**src/rtl/alu_ram_top_if.sv**
```systemverilog
// Operand/opcode/write bus of the register-file ALU tile, plus its registered result and flags.
interface alu_ram_top_if #(
  parameter int DATA_W = 8,
  parameter int ADDR_W = 4,
  parameter int SEL_W  = 3
);
  logic [DATA_W-1:0] data;
  logic              write_enable;
  logic [ADDR_W-1:0] addr_write;
  logic [ADDR_W-1:0] addr0;
  logic [ADDR_W-1:0] addr1;
  logic [SEL_W-1:0]  select;
  logic [DATA_W-1:0] result;
  logic              zero_flag;
  logic              carry_flag;

  modport master (
    output data, write_enable, addr_write, addr0, addr1, select,
    input  result, zero_flag, carry_flag
  );

  modport slave (
    input  data, write_enable, addr_write, addr0, addr1, select,
    output result, zero_flag, carry_flag
  );
endinterface

```
**src/rtl/alu_ram_top.sv**
```systemverilog
// Compute slice: 16x8 register file with two async read ports feeding an 8-bit ALU
// whose result and flags are registered. Writes land after the output register samples.
module alu_ram_top #(
  parameter int DATA_W = 8,
  parameter int ADDR_W = 4,
  parameter int SEL_W  = 3
) (
  input logic          clock,
  input logic          reset,
  alu_ram_top_if.slave bus
);
  localparam int DEPTH = 2 ** ADDR_W;

  localparam logic [SEL_W-1:0] OP_ADD = 3'd0;
  localparam logic [SEL_W-1:0] OP_SUB = 3'd1;
  localparam logic [SEL_W-1:0] OP_AND = 3'd2;
  localparam logic [SEL_W-1:0] OP_OR  = 3'd3;
  localparam logic [SEL_W-1:0] OP_XOR = 3'd4;
  localparam logic [SEL_W-1:0] OP_NOT = 3'd5;
  localparam logic [SEL_W-1:0] OP_SHL = 3'd6;
  localparam logic [SEL_W-1:0] OP_SHR = 3'd7;

  logic [DATA_W-1:0] mem [DEPTH];
  logic [DATA_W-1:0] op_a;
  logic [DATA_W-1:0] op_b;
  logic [DATA_W:0]   alu_out;  // {carry, res}

  assign op_a = mem[bus.addr0];
  assign op_b = mem[bus.addr1];

  always_comb begin
    alu_out = '0;
    case (bus.select)
      OP_ADD:  alu_out = {1'b0, op_a} + {1'b0, op_b};
      // Bit 8 of the widened difference is the borrow.
      OP_SUB:  alu_out = {1'b0, op_a} - {1'b0, op_b};
      OP_AND:  alu_out = {1'b0, op_a & op_b};
      OP_OR:   alu_out = {1'b0, op_a | op_b};
      OP_XOR:  alu_out = {1'b0, op_a ^ op_b};
      OP_NOT:  alu_out = {1'b0, ~op_a};
      OP_SHL:  alu_out = {op_a, 1'b0};
      OP_SHR:  alu_out = {op_a[0], 1'b0, op_a[DATA_W-1:1]};
      default: alu_out = '0;
    endcase
  end

  always_ff @(posedge clock) begin
    if (reset) begin
      for (int i = 0; i < DEPTH; i++) begin
        mem[i] <= '0;
      end
    end else if (bus.write_enable) begin
      mem[bus.addr_write] <= bus.data;
    end
  end

  always_ff @(posedge clock) begin
    if (reset) begin
      bus.result     <= '0;
      bus.zero_flag  <= 1'b1;
      bus.carry_flag <= 1'b0;
    end else begin
      bus.result     <= alu_out[DATA_W-1:0];
      bus.zero_flag  <= (alu_out[DATA_W-1:0] == '0);
      bus.carry_flag <= alu_out[DATA_W];
    end
  end
endmodule

```
**src/flat_wrapper.sv**
```systemverilog
// flat-port wrapper written by rule: the top's interface ports become plain ports
module alu_ram_top_flat 
#(
  parameter int DATA_W = 8,
  parameter int ADDR_W = 4,
  parameter int SEL_W  = 3
)
  (clock, reset, bus_data, bus_write_enable, bus_addr_write, bus_addr0, bus_addr1, bus_select, bus_result, bus_zero_flag, bus_carry_flag);
  alu_ram_top_if #(.DATA_W(DATA_W), .ADDR_W(ADDR_W), .SEL_W(SEL_W)) bus_i ();
  input logic clock;
  input logic reset;
  input wire logic [$bits(bus_i.data)-1:0] bus_data;
  input wire logic [$bits(bus_i.write_enable)-1:0] bus_write_enable;
  input wire logic [$bits(bus_i.addr_write)-1:0] bus_addr_write;
  input wire logic [$bits(bus_i.addr0)-1:0] bus_addr0;
  input wire logic [$bits(bus_i.addr1)-1:0] bus_addr1;
  input wire logic [$bits(bus_i.select)-1:0] bus_select;
  output wire logic [$bits(bus_i.result)-1:0] bus_result;
  output wire logic [$bits(bus_i.zero_flag)-1:0] bus_zero_flag;
  output wire logic [$bits(bus_i.carry_flag)-1:0] bus_carry_flag;
  assign bus_i.data = bus_data;
  assign bus_i.write_enable = bus_write_enable;
  assign bus_i.addr_write = bus_addr_write;
  assign bus_i.addr0 = bus_addr0;
  assign bus_i.addr1 = bus_addr1;
  assign bus_i.select = bus_select;
  assign bus_result = bus_i.result;
  assign bus_zero_flag = bus_i.zero_flag;
  assign bus_carry_flag = bus_i.carry_flag;
  alu_ram_top #(.DATA_W(DATA_W), .ADDR_W(ADDR_W), .SEL_W(SEL_W)) u_core (.clock(clock), .reset(reset), .bus(bus_i));
endmodule
```
**config.mk**
```make
export PLATFORM = sky130hd
export DESIGN_NAME = alu_ram_top_flat
export DESIGN_NICKNAME = d
export VERILOG_FILES = /design/src/rtl/alu_ram_top_if.sv /design/src/rtl/alu_ram_top.sv /design/src/flat_wrapper.sv
export SDC_FILE = /design/constraint.sdc
export NUM_CORES = 1
export LEC_CHECK = 0
export ABC_AREA = 1
export CORE_UTILIZATION = 50
export DETAILED_ROUTE_END_ITERATION = 8
export GPL_TIMING_DRIVEN = 0
export PLACE_DENSITY = 0.7
export SYNTH_ARGS = -nofsm -noshare
export SYNTH_HDL_FRONTEND = slang
export SYNTH_SLANG_ARGS = --single-unit
```
**constraint.sdc**
```tcl
create_clock -name clock -period 3.3 [get_ports clock]
set_input_delay 0.495 -clock clock [delete_from_list [all_inputs] [get_ports clock]]
set_output_delay 0.495 -clock clock [all_outputs]
set_load 0.02 [all_outputs]
```
# Word-level counts from Yosys, hierarchy flattened
# Memories as Yosys holds them, arrays and structs flattened.
# Cells that the tools add are included.
dict set report word_totals {
  ramBits 128
  memories 1
  out_inout_bits 10
  reg_bits 10
}
# memory depth word_bits read_ports rd_clocked_by_memory_dff write_ports line
set memory_table {}
lappend memory_table {u_core.mem 16 8 2 0 16 alu_ram_top.sv:23} ;# logic [DATA_W-1:0] mem [DEPTH];
dict set report op_classes {
  mux 9
  bitwise_logic 4
  eq_ne 7
  add_sub_neg 2
  reduce_logical 3
}
# operator count
set op_table {}
lappend op_table {{case mux 9 bit (8 select lines)} 1}
lappend op_table {{equality test 3 bit, second input constant} 4}
lappend op_table {{adder 8 x 8 -> 9 bit} 1}
lappend op_table {{subtractor 8 x 8 -> 9 bit} 1}
lappend op_table {{AND 8 bit} 1}
lappend op_table {{logical NOT 8 bit} 1}
lappend op_table {{two-way mux 8 bit} 1}
lappend op_table {{inverter 8 bit} 1}
lappend op_table {{OR 8 bit} 1}
lappend op_table {{OR reduction 8 bit} 1}
lappend op_table {{bitwise XOR 8 bit} 1}
lappend op_table {{equality test 3 x 2 -> 1 bit, second input constant} 2}
lappend op_table {{two-way mux 1 bit} 6}
lappend op_table {{two-way mux 4 bit} 1}
lappend op_table {{equality test 3 x 1 -> 1 bit, second input constant} 1}
lappend op_table {{logical NOT 3 bit} 1}

# Longest topological paths before layout
# Gate-level depths: netlist of run 1.
dict set report depth {
  word_depth 5
  depth_mapped 27
  ltp_nobuf 25
}

# Worst setup path after synthesis of run 1
# OpenSTA, ideal clock, no wires.
dict set report synth_timing {
  path_type {input port to flip-flop}
  start {input port bus_addr1[0]}
  end {register u_core.bus.zero_flag}
  path_buffers 3
  setup_slack_ns -0.236
  arrival_ns 3.472
  stages 24
  setup_time_ns 0.064
  path_cell_list {buf_6 buf_6 buf_6 a21oi_1 o21ai_0 nand3_1 nand3_1 nand2_1 inv_2 ha_1 or2_2 o21ai_0 inv_1 fa_1 o21ai_0 a21o_1 nand2_1 nand3_1 nand3_1 o21ai_1 nand2_1 nor2_1 nand2_1 nand2_1}
}
dict set report synth_via {
  elab_chain_len 4
  elab_cells_between_ends 8
  classes_between {add/sub (2); mux (1); bitwise (3); reduce/logical (1); memory (1)}
}
# element line
set synth_lines {}
lappend synth_lines {{start: declaration} flat_wrapper.sv:16} ;# input wire logic [$bits(bus_i.addr1)-1:0] bus_addr1;
lappend synth_lines {{memory (16 x 8 bit) (*)} n/a}
lappend synth_lines {{subtractor 8 x 8 -> 9 bit, or another cell as far along} alu_ram_top.sv:36} ;# OP_SUB: alu_out = {1'b0, op_a} - {1'b0, op_b};
lappend synth_lines {{case mux 9 bit (8 select lines) (*)} alu_ram_top.sv:33} ;# case (bus.select)
lappend synth_lines {{logical NOT 8 bit (*)} alu_ram_top.sv:64} ;# bus.zero_flag <= (alu_out[DATA_W-1:0] == '0);
lappend synth_lines {{end signal: assignment} alu_ram_top.sv:64}
lappend synth_lines {{end: declaration} alu_ram_top_if.sv:24} ;# output result, zero_flag, carry_flag
# Every way passes the cells marked *; elsewhere a longest branch is shown, timed or not.
# A chain may end at the register's enable or synchronous reset.

# Worst setup path after layout of run 1
# Same ends and word-level chain as after synthesis.

==> results.toml, run 1 <==
[outcome]
status = "completed"

[sta]
slew_viol_final = 0
finalHoldViolCount = 0
final.setup_skew_ns = 0.00899
fin_crit_ns = 3.27
post-route-period-util = 0.990
max_freq_mhz = 306
setup_slack_ns = 0.0320
setup-violations-final = 0
tightest_slew_ns = 1.12
max_slew_margin = 0.249
whs_ns = 0.439
rsz0062_at_grt = "yes"

[yosys]
synth_cell_types = 39
ys_ff_latch = 138
async_flop_share = 0
ys_warn_count = 0
netlist_instances = 1089
synthTopCellsByCount = "220 x nand2_1, 170 x nor2_1, 140 x nand3_1"
synth.area.top_cells = "edfxtp_1 44%, nand2_1 9.5%, nand3_1 8.1%"
mappedNetlistNets = 1141
syn_area_per_cell_sq_um = 7.98
synth.most_common_cell = "nand2_1"
synth_area_sq_um = 8690
synth-main-ff-cell = "edfxtp_1"
seq_area_frac_synth = 0.465
synth_top_area_share = 0.442
synth_top_area_cell = "edfxtp_1"
synth_edf_count = 128

[clocking]
cts-root-buf = "clkbuf_16"
cts_buffers = 17
tritoncts = "built"
clkSinkCount = 138
htreeDepth = 4
path_clk_slew_ns = 0.06
cts_buffer_depth = 2
clk_latency_ns = 0.43
cts_hold_buf = 0

[layout]
seq_area_sq_um = 4040
syn_to_final_growth_pct = 17.6
drive_above_1_share = 0.123
n_antenna_cell = 0
nets = 1200
fill_cells = 1510
fin_cells = 1380
multi_input_area_sq_um = 3990

[critical_path]
end_kind = "register"
critPathLaunchType = "input port"
crit_path_top_delay_cell = "ha_1"
crit_top_cell = "nand2_1"
worst-path-max-fanout = 8
crit_type = "in2reg"
path_cells = "buf_6, buf_12, buf_12, o211ai_1, nand3_2, nand3_4, nand2_4, inv_4, ha_4, nand3_4, nor2_4, nor2_2, xor2_1, ha_1, a21oi_1, o211ai_1, nand2_1, a21oi_2, nor3_2, nand2_1, nor2_2, nand2_1, nand2_1"
slowest_delay_ns = 0.34
cp_top_family = "simple AND/OR/NAND/NOR gates"
critical_path_buf_inv_count = 4
cp.arrival_ns = 3.62
crit_required_ns = 3.66

[place]
dp_slack_ns = -0.727
hpwl_um = 22900
io_buffers = 25
dpl.cell_count = 1334
globalplace.congestion = 1.02

[routing]
ant_nets = 0
m1WireLength_um = 12500
highest_layer = "met4"
vias = 8393
post_drt_wl_per_cell_um = 23.2
drt_iter0_drc = 1151
met3WireLength_um = 3760
wirelength_um = 32000
drt-pass1-iter-count = 6
drcViolationCount = 0
met2_length_um = 14300
routed_via_density = 6.08

[global_routing]
antenna_found_initial = 0
grtUsageTotal = 0.363
grt-ovfl-total = 0
grt_pass1_vias = 7655
grt_max_degree = 17
grt_first_pass_wirelength_um = 46600

[power_and_ir_drop]
p_per_area_nw_per_um2 = 523
ir_drop_mv = 0.591
power_leakage_nw = 4.41

[hold_path]
hold_path.class = "in2reg"

[floorplan]
die_area_sq_um = 17900
fp.dieH_um = 134
coreArea_sq_um = 16800
die_width_um = 134
start_util = 0.519
boundaryPins = 36
rows = 47

[run]
maxCapViolations = 0
==> kinds of logic after synthesis <==
logic type / count (synthesis) / synth area share
adders and majority gates: 26 / 0.0383
AOI/OAI and AO/OA: 167 / 0.119
xor gates and xnor gates: 8 / 0.00806
and+or+nand+nor: 562 / 0.273
buffers and inverters: 188 / 0.0963
DFF: 138 / 0.465
==> flip-flops by register name, summed over array words and instances, names as in the netlist <==
name                   cells
u_core.mem               128
u_core.bus.carry_flag      1
u_core.bus.result          8
u_core.bus.zero_flag       1
==> worst paths after layout <==
check | start | to | slack (ns) | cells past startpoint
hold reg to reg | u_core.mem[4][2] | u_core.bus.result[2] | 1.02 | 7
hold / removal | reset | u_core.bus.result[5] | 0.44 | 2
setup reg to reg | u_core.mem[14][1] | u_core.bus.zero_flag | 0.07 | 20
setup / recovery | bus_addr1[0] | u_core.bus.zero_flag | 0.03 | 23
==> final cells by class <==
type	instances	share of cell area
flip-flops and latches	138	0.395
multi-input cells	763	0.391
inverters	128	0.0478
clock buffers	18	0.0420
plain buffers	60	0.0405
repair buffers	40	0.0372
well taps	220	0.0269
clock inverters	13	0.0196
==> timing repair <==
item,in CTS,in global routing
endpoints found under the setup margin,5,6
cloned,0,1
buffers inserted,4,10
pin swaps,6,24
gates resized for setup,14,46
==> metrics by stage <==
stage / TNS (ns) / power, W / util / cell area (sq um)
6_report: 0 / 0.00535 / 0.610 / 10200
5_1_grt: -0.102 / 0.00552 / 0.610 / 10200
4_1_cts: 0 / 0.00522 / 0.593 / 9940
3_5_place_dp: -3.52 / 0.00312 / 0.551 / 9230
3_3_place_gp: -3.31 / 0.00311 / 0.551 / 9230
2_1_floorplan: 0 / 0.00278 / - / 8700
==> cell usage in the layout (no fill, tap or decap), types with 22 or more instances in the layout <==
master / synthesis / routed
nand2_1: 220 / 216
o21ai_0: 42 / 38
clkdlybuf4s50_1: 0 / 25
buf_4: 4 / 22
o211ai_1: 57 / 57
buf_2: 33 / 26
nand3_1: 140 / 133
a21oi_1: 50 / 45
nor2_1: 170 / 168
edfxtp_1: 128 / 128
ha_1: 25 / 22
inv_1: 122 / 119
==> where the power goes <==
part           leakage [nW]  internal, W  switching (W)  total, W
Sequential             1.30      0.00202      0.0000558   0.00208
Combinational          2.80     0.000429       0.000765   0.00119
Clock                 0.301      0.00133       0.000749   0.00208
==> metal layers <==
layer  up-vias  global-route usage
met3       106              0.0839
li1       3773                   -
met1      3899               0.482
met2       615               0.569
met5         -                   0
met4         0               0.155
Power figures use the tool's default switching activity.
==> inputs of run 2 (changes only) <==
- CORE_UTILIZATION: 50 -> 52
- PLACE_DENSITY: 0.7 -> 0.73
==> run 2 against run 1 <==
Against the previous run:
- the flow now finishes with violations (setup timing)
- clock power decreased by 9%
- die area decreased by 3.8%
- global-route usage about the same
- register-to-register slack got worse by 0.15 ns
- critical endpoint unchanged
- largest cell class unchanged
==> results.toml, run 2 (synthesis gave the netlist of run 1 again) <==
[layout]
largest_reg_flops = 128
multi_input_area_sq_um = 3920
seq_area_sq_um = 4040
n_antenna_cell = 0
fill_cells = 1430
fin_cells = 1376
final_cell_mix = "216 x nand2_1, 168 x nor2_1, 136 x nand3_1"
final_common_cell = "nand2_1"
drive_above_1_share = 0.116
nets = 1200
largest_register = "u_core.mem"
top_regs = "u_core.mem: 128 flops, u_core.bus.result: 8 flops"
syn_to_final_growth_pct = 15.9

[place]
io_buffers = 25
globalplace.congestion = 1.03
hpwl_um = 21900
dpl.cell_count = 1330
dp_slack_ns = -0.695

[power_and_ir_drop]
ir_drop_mv = 0.495
p_seq_frac = 0.405
swShare = 0.299
intPower_w = 0.00359
power_leakage_nw = 4.35
power_frac_clock = 0.370
power_w = 0.00512
comb_power_share = 0.225
switchingPower_w = 0.00153
p_per_area_nw_per_um2 = 508

[critical_path]
slowest_delay_ns = 0.38
crit_cells = 24
cp.arrival_ns = 3.80
end_kind = "register"
r2r_cells = 23
critical_path_buf_inv_count = 6
worst-path-max-fanout = 7
crit_path_top_delay_cell = "ha_1"
critPathLaunchType = "input port"
path_cells = "buf_12, buf_12, buf_12, o211ai_1, nand3_1, nand3_2, nand2_2, inv_2, ha_4, nand3_4, nor2_4, buf_4, a21oi_1, xor2_1, ha_1, inv_1, o31a_1, nand3_1, a21oi_2, nor2_1, nand2_1, nor2_2, nand2_1, nand2_1"
crit_type = "in2reg"
cp_top_family = "simple AND/OR/NAND/NOR gates"
crit_required_ns = 3.66

[sta]
max_slew_margin = 0.257
setup_slack_ns = -0.139
slew_viol_final = 0
tightest_slew_ns = 1.11
post-route-period-util = 1.04
setup-violations-final = 1
max_freq_mhz = 291
final.setup_skew_ns = 0.00515
finalHoldViolCount = 0
fin_crit_ns = 3.44
rsz0062_at_grt = "yes"

[clocking]
htreeDepth = 4
clkSinkCount = 138
cts-root-buf = "clkbuf_16"
cts_buffers = 17
path_clk_slew_ns = 0.06
cts_buffer_depth = 2
tritoncts = "built"
cts_hold_buf = 0
clk_latency_ns = 0.43

[floorplan]
die_width_um = 131
fp.dieH_um = 131
start_util = 0.539
boundaryPins = 36
die_area_sq_um = 17200
rows = 46
coreArea_sq_um = 16100

[outcome]
status = "complete, but fails checks"
violations = "setup timing"

[routing]
wirelength_um = 30900
drcViolationCount = 0
post_drt_wl_per_cell_um = 22.5
routed_via_density = 6.14
drt-pass1-iter-count = 7
vias = 8449
drt_iter0_drc = 1345
ant_nets = 0

[global_routing]
met3_usage = 0.135
grt_busiest_layer = "met2"
grt_max_degree = 17
antenna_found_initial = 0
grt_first_pass_wirelength_um = 45800
grt-ovfl-total = 0
use_met2 = 0.549
grt_pass1_vias = 7913
grt_use_met1 = 0.458
grtUsageTotal = 0.363

[hold_path]
hold_depth = 2
hold_path.class = "in2reg"

[run]
maxCapViolations = 0
run 2: metrics by stage:
stage | utilization | setup TNS, ns | hold WS (ns) | area, sq um
floorplan | - | 0 | 0.717 | 8700
global placement | 0.572 | -3.28 | 0.876 | 9220
detailed placement | 0.572 | -3.24 | 0.877 | 9220
CTS | 0.613 | 0 | 0.427 | 9880
global route | 0.625 | -0.193 | 0.486 | 10100
finish | 0.625 | -0.139 | 0.446 | 10100
run 2: cell type report:
cell class                      count  share of cell area
Clock buffer                       17              0.0422
Multi-Input combinational cell    763               0.389
Clock inverter                     14              0.0155
Tap cell                          216              0.0268
Inverter                          128              0.0481
Sequential cell                   138               0.401
Buffer                             60              0.0396
Timing Repair Buffer               40              0.0378
run 2: worst paths after layout:
kind	from	to	slack [ns]
max	bus_addr1[0]	u_core.bus.zero_flag	-0.14
min reg2reg	u_core.mem[4][2]	u_core.bus.result[2]	1.02
min	reset	u_core.bus.result[5]	0.45
max reg2reg	u_core.mem[15][0]	u_core.bus.zero_flag	-0.08
run 2: power by group through the flow:
stage,Sequential [W],Clock [W],Combinational [W]
floorplan,0.00210,0,0.000675
global placement,0.00210,0,0.000994
detailed placement,0.00211,0,0.00100
CTS,0.00207,0.00190,0.00104
global route,0.00208,0.00197,0.00124
finish,0.00207,0.00190,0.00115
run 2: worst register-to-register path: cells and delay by family, from the launching register on:
kind / cells / cell delay, ns
compound gates: 4 / 0.56
xor+xnor: 1 / 0.17
fa+ha+maj: 2 / 0.54
buf+inv: 4 / 0.43
flops: 1 / 0.38
simple gates: 12 / 1.26
run 2: repair_timing:
action                                  4_1_cts  5_1_grt
resized for setup                             8       31
buffers inserted                              5        9
endpoints found under the setup margin        4        5
pin swaps                                     8       17
gates cloned                                  0        1
run 2: metal layers:
| layer | vias up | share of wire |
|---|---|---|
| li1 | 3772 | - |
| met4 | 0 | 0.046 |
| met1 | 3903 | 0.38 |
| met2 | 635 | 0.44 |
| met3 | 139 | 0.13 |
| met5 | - | 0 |
==> variant 1 (config.mk and constraints of run 1) <==
`DATA_W` is set to 8 in 3 places; all go to 6.
--- a/src/rtl/alu_ram_top_if.sv
+++ b/src/rtl/alu_ram_top_if.sv
@@ -1,6 +1,6 @@
 // Operand/opcode/write bus of the register-file ALU tile, plus its registered result and flags.
 interface alu_ram_top_if #(
-  parameter int DATA_W = 8,
+  parameter int DATA_W = 6,
   parameter int ADDR_W = 4,
   parameter int SEL_W  = 3
 );
--- a/src/rtl/alu_ram_top.sv
+++ b/src/rtl/alu_ram_top.sv
@@ -1,7 +1,7 @@
 // Compute slice: 16x8 register file with two async read ports feeding an 8-bit ALU
 // whose result and flags are registered. Writes land after the output register samples.
 module alu_ram_top #(
-  parameter int DATA_W = 8,
+  parameter int DATA_W = 6,
   parameter int ADDR_W = 4,
   parameter int SEL_W  = 3
 ) (
--- a/src/flat_wrapper.sv
+++ b/src/flat_wrapper.sv
@@ -1,7 +1,7 @@
 // flat-port wrapper written by rule: the top's interface ports become plain ports
 module alu_ram_top_flat 
 #(
-  parameter int DATA_W = 8,
+  parameter int DATA_W = 6,
   parameter int ADDR_W = 4,
   parameter int SEL_W  = 3
 )
Ports: changed (resized bus_data and bus_result); port bits go from 36 to 32. The function was not compared with the original's and may differ.
==> variant 1 against run 1 <==
Die area fell by 23%. Worst setup slack improved by 33 ps. Clock power decreased by 47%. Design area down 24%. Clock skew down 2.6 ps. Wire length shrank 26%. Cell count shrank 24%. Sequential power fell by 25%. Area after synthesis down 23%. Sequential cell count fell by 34. Total power decreased by 34%. Critical path type unchanged. Largest cell class is now multi-input combinational cells.
==> variant 1: results (changes against run 1) <==
| Metric | Value |
|---|---|
| Outcome | complete, no violations |
| Initial antenna violation count | 0 (unchanged) |
| Fraction of layout cells with a size suffix above 1 | 14.4% (+2.0 points) |
| Leak | 3.36 nW (-24%) |
| XOR/XNOR share of the synthesized area | 0.788% (-0.018 points) |
| Period utilization | 98.0% (-0.99 points) |
| CTS root buf | clkbuf_16 |
| Drt first pass iters | 6 (unchanged) |
| GR Util met2 | 56.2% (-0.67 points) |
| Post-synth ARST share | 0% (unchanged) |
| Synth area leaders | edfxtp_1, nand2_1, nor2_1 |
| Synth Warn # | 0 (unchanged) |
| Pin count of the biggest net entering global routing | 19 (+2) |
| Pint | 2.43 mW (-36%) |
| Routability-driven placement congestion ratio | 1.01 (-0.88%) |
| Worst ir drop on vdd | 0.000254 V (-57%) |
| Arrival time at the worst endpoint | 3530 ps (-90 ps) |
| Clk buf depth | 2 (unchanged) |
| First-pass GRT wire length | 35000 um (-25%) |
| Worst-Skew Late Latency | 360 ps (-70 ps) |
| Worst slew margin | 42.2% (+17 points) |
| Mux cell area share after synthesis | 0% (unchanged) |
| Number of flops mapped to enable cells by yosys | 96 (-25%) |
| Register area share after synthesis | 45.6% (-0.89 points) |
| Htree depth | 3 (-1) |
| DPL Wire Length | 17000 um (-26%) |
| Total GRT Usage | 34.9% (-1.4 points) |
| NumNets Final | 909 (-24%) |
| Routed len/inst | 22.8 um (-1.8%) |
| Synth cell count leaders | nand2_1, nor2_1, edfxtp_1 |
| Top flop regs | u_core.mem: 96 flops, u_core.bus.result: 6 flops |
| Compound-gate portion of the synthesized area | 13.8% (+1.8 points) |
| Type of the most critical hold path | primary input to flop |
| Dpl cell area | 7150 um^2 (-22%) |
| Worst Skew | 6.41 ps (-2.58 ps) |
| Met3 usage | 8.19% (-0.20 points) |
| I/O Buffers | 27 (+8.0%) |
| Crit path max fanout | 10 (+2) |
| Post-synth cell types | 39 (unchanged) |
| Number of antenna diodes | 0 (unchanged) |
| Adder-cell area share of the yosys netlist | 3.86% (+0.036 points) |
| CTS buffer count | 9 (-8) |
| Vias in the first global route | 5914 (-23%) |
| CTS clock-pin slew for the worst setup and hold paths | 70 ps |
| Via density | 6.00 (-1.4%) |
| Met1 Use GR | 45.0% (-3.2 points) |
| Initial DRC count | 715 (-38%) |
| Final hold violations | 0 (unchanged) |
| Syn nets | 859 (-25%) |
## variant 1: cell types whose count changed after synthesis, sizes merged, moves of 9 or more
| cell | change |
|---|---|
| edfxtp | -32 |
| nand2 | -56 |
| inv | -30 |
| nand3 | -51 |
| buf | -18 |
| nor2 | -35 |
| a21oi | -20 |
| o21ai | -9 |
## variant 1: cell families (layout without fill, tap and decap cells)
group | Yosys count | after routing
AND/OR/NAND/NOR | 413 | 413
flip-flops | 104 | 104
XOR/XNOR | 6 | 6
AO/OA/AOI/OAI | 132 | 132
adder cells (fa/ha/maj) | 20 | 20
buffers and inverters | 140 | 195
## variant 1: cell type report
cell class              count  area [um^2]
plain buffers              40          350
clock buffers               9          225
clock inverters             7         76.3
fillers                  1161         5000
inverters                  98          378
multi-input cells         571         3100
flip-flops and latches    104         3040
well taps                 172          215
repair buffers             40          425
repair inverters            1         7.51
## variant 1: worst max-delay path: stages
cell	delay, ps
buf_4	150
inv_2	150
buf_4	230
nor2_1	70
nand2_1	60
nand3_1	90
nand3_1	250
nand2_1	180
inv_2	90
nand2_1	60
o21ai_1	150
xor2_1	220
ha_1	320
nand2_1	130
inv_1	70
nand4_1	80
nand3_1	90
xor2_1	150
nand2_1	60
nand4_1	120
nor2_2	150
nand3_1	80
nand2_1	70
## variant 1: final timing paths
kind         depth (start not counted)                            start                               to  slack [ps]
min                                  2                            reset  u_core.bus.result[0]$_SDFF_PP0_         470
min reg2reg                          7   u_core.mem[4][0]$_SDFFCE_PN0P_  u_core.bus.result[0]$_SDFF_PP0_        1020
max reg2reg                         22  u_core.mem[13][0]$_SDFFCE_PN0P_  u_core.bus.zero_flag$_SDFF_PP1_         180
max                                 23                     bus_addr1[1]  u_core.bus.zero_flag$_SDFF_PP1_          60
## variant 1: through the flow
step                worst slack (ps)  instances
detailed placement             -1150       1014
floorplan                        127        815
global placement               -1150       1014
CTS                             2.97       1033
finish                          64.8       1042
global route                    -111       1042
## variant 1: power by group through the flow
stage | registers [mW] | logic [mW] | clock network (mW)
final | 1.57 | 0.871 | 1.11
after global routing | 1.57 | 0.944 | 1.16
after CTS | 1.56 | 0.784 | 1.12
after detailed placement | 1.59 | 0.768 | 0
after global placement | 1.59 | 0.752 | 0
after floorplan | 1.59 | 0.501 | 0
## variant 1: repair_timing
| action | CTS | global route |
|---|---|---|
| pin swaps | 4 | 18 |
| setup buffers | 4 | 6 |
| cloned | 1 | 3 |
| endpoints found under the hold margin | 0 | 0 |
| endpoints found under the setup margin | 7 | 4 |
| resized for setup | 16 | 64 |
## variant 1: routing by layer
metal / vias up / share of wire [%]
met5: - / 0
met4: 0 / 3.2
met3: 57 / 9.1
met2: 350 / 47
met1: 2988 / 40
li1: 2855 / -
==> variant 2 (flow settings as in run 1) <==
Made on the original files. Remove the case item `OP_SUB` of the case on `bus.select`.
--- a/src/rtl/alu_ram_top.sv
+++ b/src/rtl/alu_ram_top.sv
@@ -33,7 +33,6 @@
     case (bus.select)
       OP_ADD:  alu_out = {1'b0, op_a} + {1'b0, op_b};
       // Bit 8 of the widened difference is the borrow.
-      OP_SUB:  alu_out = {1'b0, op_a} - {1'b0, op_b};
       OP_AND:  alu_out = {1'b0, op_a & op_b};
       OP_OR:   alu_out = {1'b0, op_a | op_b};
       OP_XOR:  alu_out = {1'b0, op_a ^ op_b};
Formal check against the unedited RTL: not equivalent (Yosys sat finds a counterexample within 4 cycles, from zero or initial values and one cycle with reset high).
==> variant 2 against run 1 <==
Critical path depth fell by 3. Sequential cell count unchanged. Wire length fell by 3.0%. First-iteration DRC count is 8.5% higher. Total power down 9.6%. Global-route usage grew 0.26 points. Area after synthesis shrank 2.2%. Non-clock buffer count is 14 lower. Highest routed layer unchanged. Worst setup slack improved by 160 ps. Critical path type unchanged. Design area fell by 5.4%.
==> variant 2: results (changes against run 1) <==
| Metric | Value |
|---|---|
| CTS clock-pin slew for the worst setup and hold paths | 70 ps |
| DPL Wire Length | 22400 um (-2.2%) |
| I/O Buffers | 27 (+8.0%) |
| Worst Skew | 15.7 ps (+6.75 ps) |
| Place WS | -728 ps (-1.64 ps) |
| Htree depth | 4 (unchanged) |
| Total GRT Usage | 36.6% (+0.26 points) |
| Post-synth cell types | 33 (-15%) |
| Type of the most critical hold path | primary input to flop |
| Outcome | complete, no violations |
| NumNets Final | 1192 (-0.67%) |
| CP max stage cell | clkbuf_1 |
| Fraction of layout cells with a size suffix above 1 | 8.52% (-3.8 points) |
| Syn nets | 1146 (+0.44%) |
| Via density | 5.92 (-2.7%) |
| Delay of the slowest cell on the worst path | 500 ps (+160 ps) |
| Cell Area, Synth | 8500 um^2 (-2.2%) |
| Leak | 4.34 nW (-1.4%) |
| CTS buffer count | 17 (unchanged) |
| Dpl cell area | 9040 um^2 (-2.0%) |
| Post-CTS sizing | 12 (-2) |
| Arrival time at the worst endpoint | 3490 ps (-130 ps) |
| Postcts setup bufs | 0 (-4) |
| Routed len/inst | 22.4 um (-3.2%) |
| Register area share after synthesis | 47.6% (+1.1 points) |
| Initial antenna violation count | 0 (unchanged) |
| Switching Power | 1.49 mW (-4.8%) |
| Fill cell count | 1555 (+3.0%) |
| Worst ir drop on vdd | 0.000406 V (-31%) |
| Vias in the first global route | 7464 (-2.5%) |
| Routability-driven placement congestion ratio | 1.01 (-0.70%) |
| First-pass GRT wire length | 45900 um (-1.4%) |
| CTS root buf | clkbuf_16 |
| Post-synth ARST share | 0% (unchanged) |
| Crit path max fanout | 10 (+2) |
| Clk buf depth | 2 (unchanged) |
| Initial DRC count | 1249 (+8.5%) |
| Synth area leaders | edfxtp_1, nand2_1, nor2_1 |
| Number of antenna diodes | 0 (unchanged) |
| Synth cell count leaders | nand2_1, nor2_1, inv_1 |
| Fin util | 58.3% (-2.7 points) |
| Worst-Skew Late Latency | 450 ps (+20 ps) |
| Slew at the pin with the worst max-slew slack | 1050 ps (-64.8 ps) |
variant 2: cell types whose count changed after synthesis, sizes merged, moves of 17 or more:
cell	before	now
o211ai	60	10
inv	127	152
a21oi	51	74
buf	47	30
nand3	142	115
o21ai	44	68
variant 2: per-stage QoR:
| step | TNS, ps | std cells | total power [mW] |
|---|---|---|---|
| final | 0 | 1382 | 4.84 |
| after global routing | -12.9 | 1382 | 4.98 |
| after CTS | 0 | 1382 | 4.79 |
| after detailed placement | -3880 | 1350 | 2.96 |
| after global placement | -3390 | 1350 | 2.96 |
| after floorplan | 0 | 1103 | 2.65 |
variant 2: area by class of cell:
type	instances	area share [%]
sequential	138	41.8
multi-input combinational	754	37.1
inverter	152	5.93
clock buffer	17	4.40
buffer	59	3.64
tap	220	2.85
timing repair buffer	27	2.82
clock inverter	15	1.45
variant 2: routing by layer:
| layer | wire (um) | vias up | share of wire [%] | global-route usage, % |
|---|---|---|---|---|
| li1 | - | 3732 | - | - |
| met1 | 12300 | 3730 | 40 | 49.5 |
| met2 | 13200 | 604 | 43 | 53.7 |
| met3 | 4030 | 116 | 13 | 9.42 |
| met4 | 1550 | 0 | 5.0 | 19.6 |
| met5 | 0 | - | 0 | 0 |
variant 2: worst paths after layout:
check | startpoint | to | slack (ps) | cells past startpoint
hold / removal | reset | u_core.bus.result[1]$_SDFF_PP0_ | 380 | 2
setup / recovery | bus_addr1[0] | u_core.bus.zero_flag$_SDFF_PP1_ | 190 | 20
hold reg to reg | u_core.mem[11][1]$_SDFFCE_PN0P_ | u_core.bus.result[1]$_SDFF_PP0_ | 1020 | 9
setup reg to reg | u_core.mem[5][0]$_SDFFCE_PN0P_ | u_core.bus.zero_flag$_SDFF_PP1_ | 320 | 17
variant 2: power by group through the flow:
stage / combinational, mW / sequential, mW / clock, mW
final: 0.906 / 2.07 / 1.87
after global routing: 0.982 / 2.08 / 1.92
after CTS: 0.869 / 2.06 / 1.86
after detailed placement: 0.863 / 2.10 / 0
after global placement: 0.858 / 2.10 / 0
after floorplan: 0.551 / 2.10 / 0
variant 2: kinds of logic (layout without fill, tap and decap cells):
| group | after synthesis | in the layout | synth area share (%) |
|---|---|---|---|
| AOI/OAI and AO/OA | 179 | 179 | 12.0 |
| adders and majority gates | 17 | 17 | 2.59 |
| DFF | 138 | 138 | 47.6 |
| buffers and inverters | 211 | 270 | 10.3 |
| and+or+nand+nor | 558 | 558 | 27.5 |
variant 2: critical path: cells and delay by family:
family                   cells  cell delay (ps)
AND/OR/NAND/NOR             12             1100
AO/OA/AOI/OAI                4              770
buffers and inverters        3              740
adder cells (fa/ha/maj)      1              390
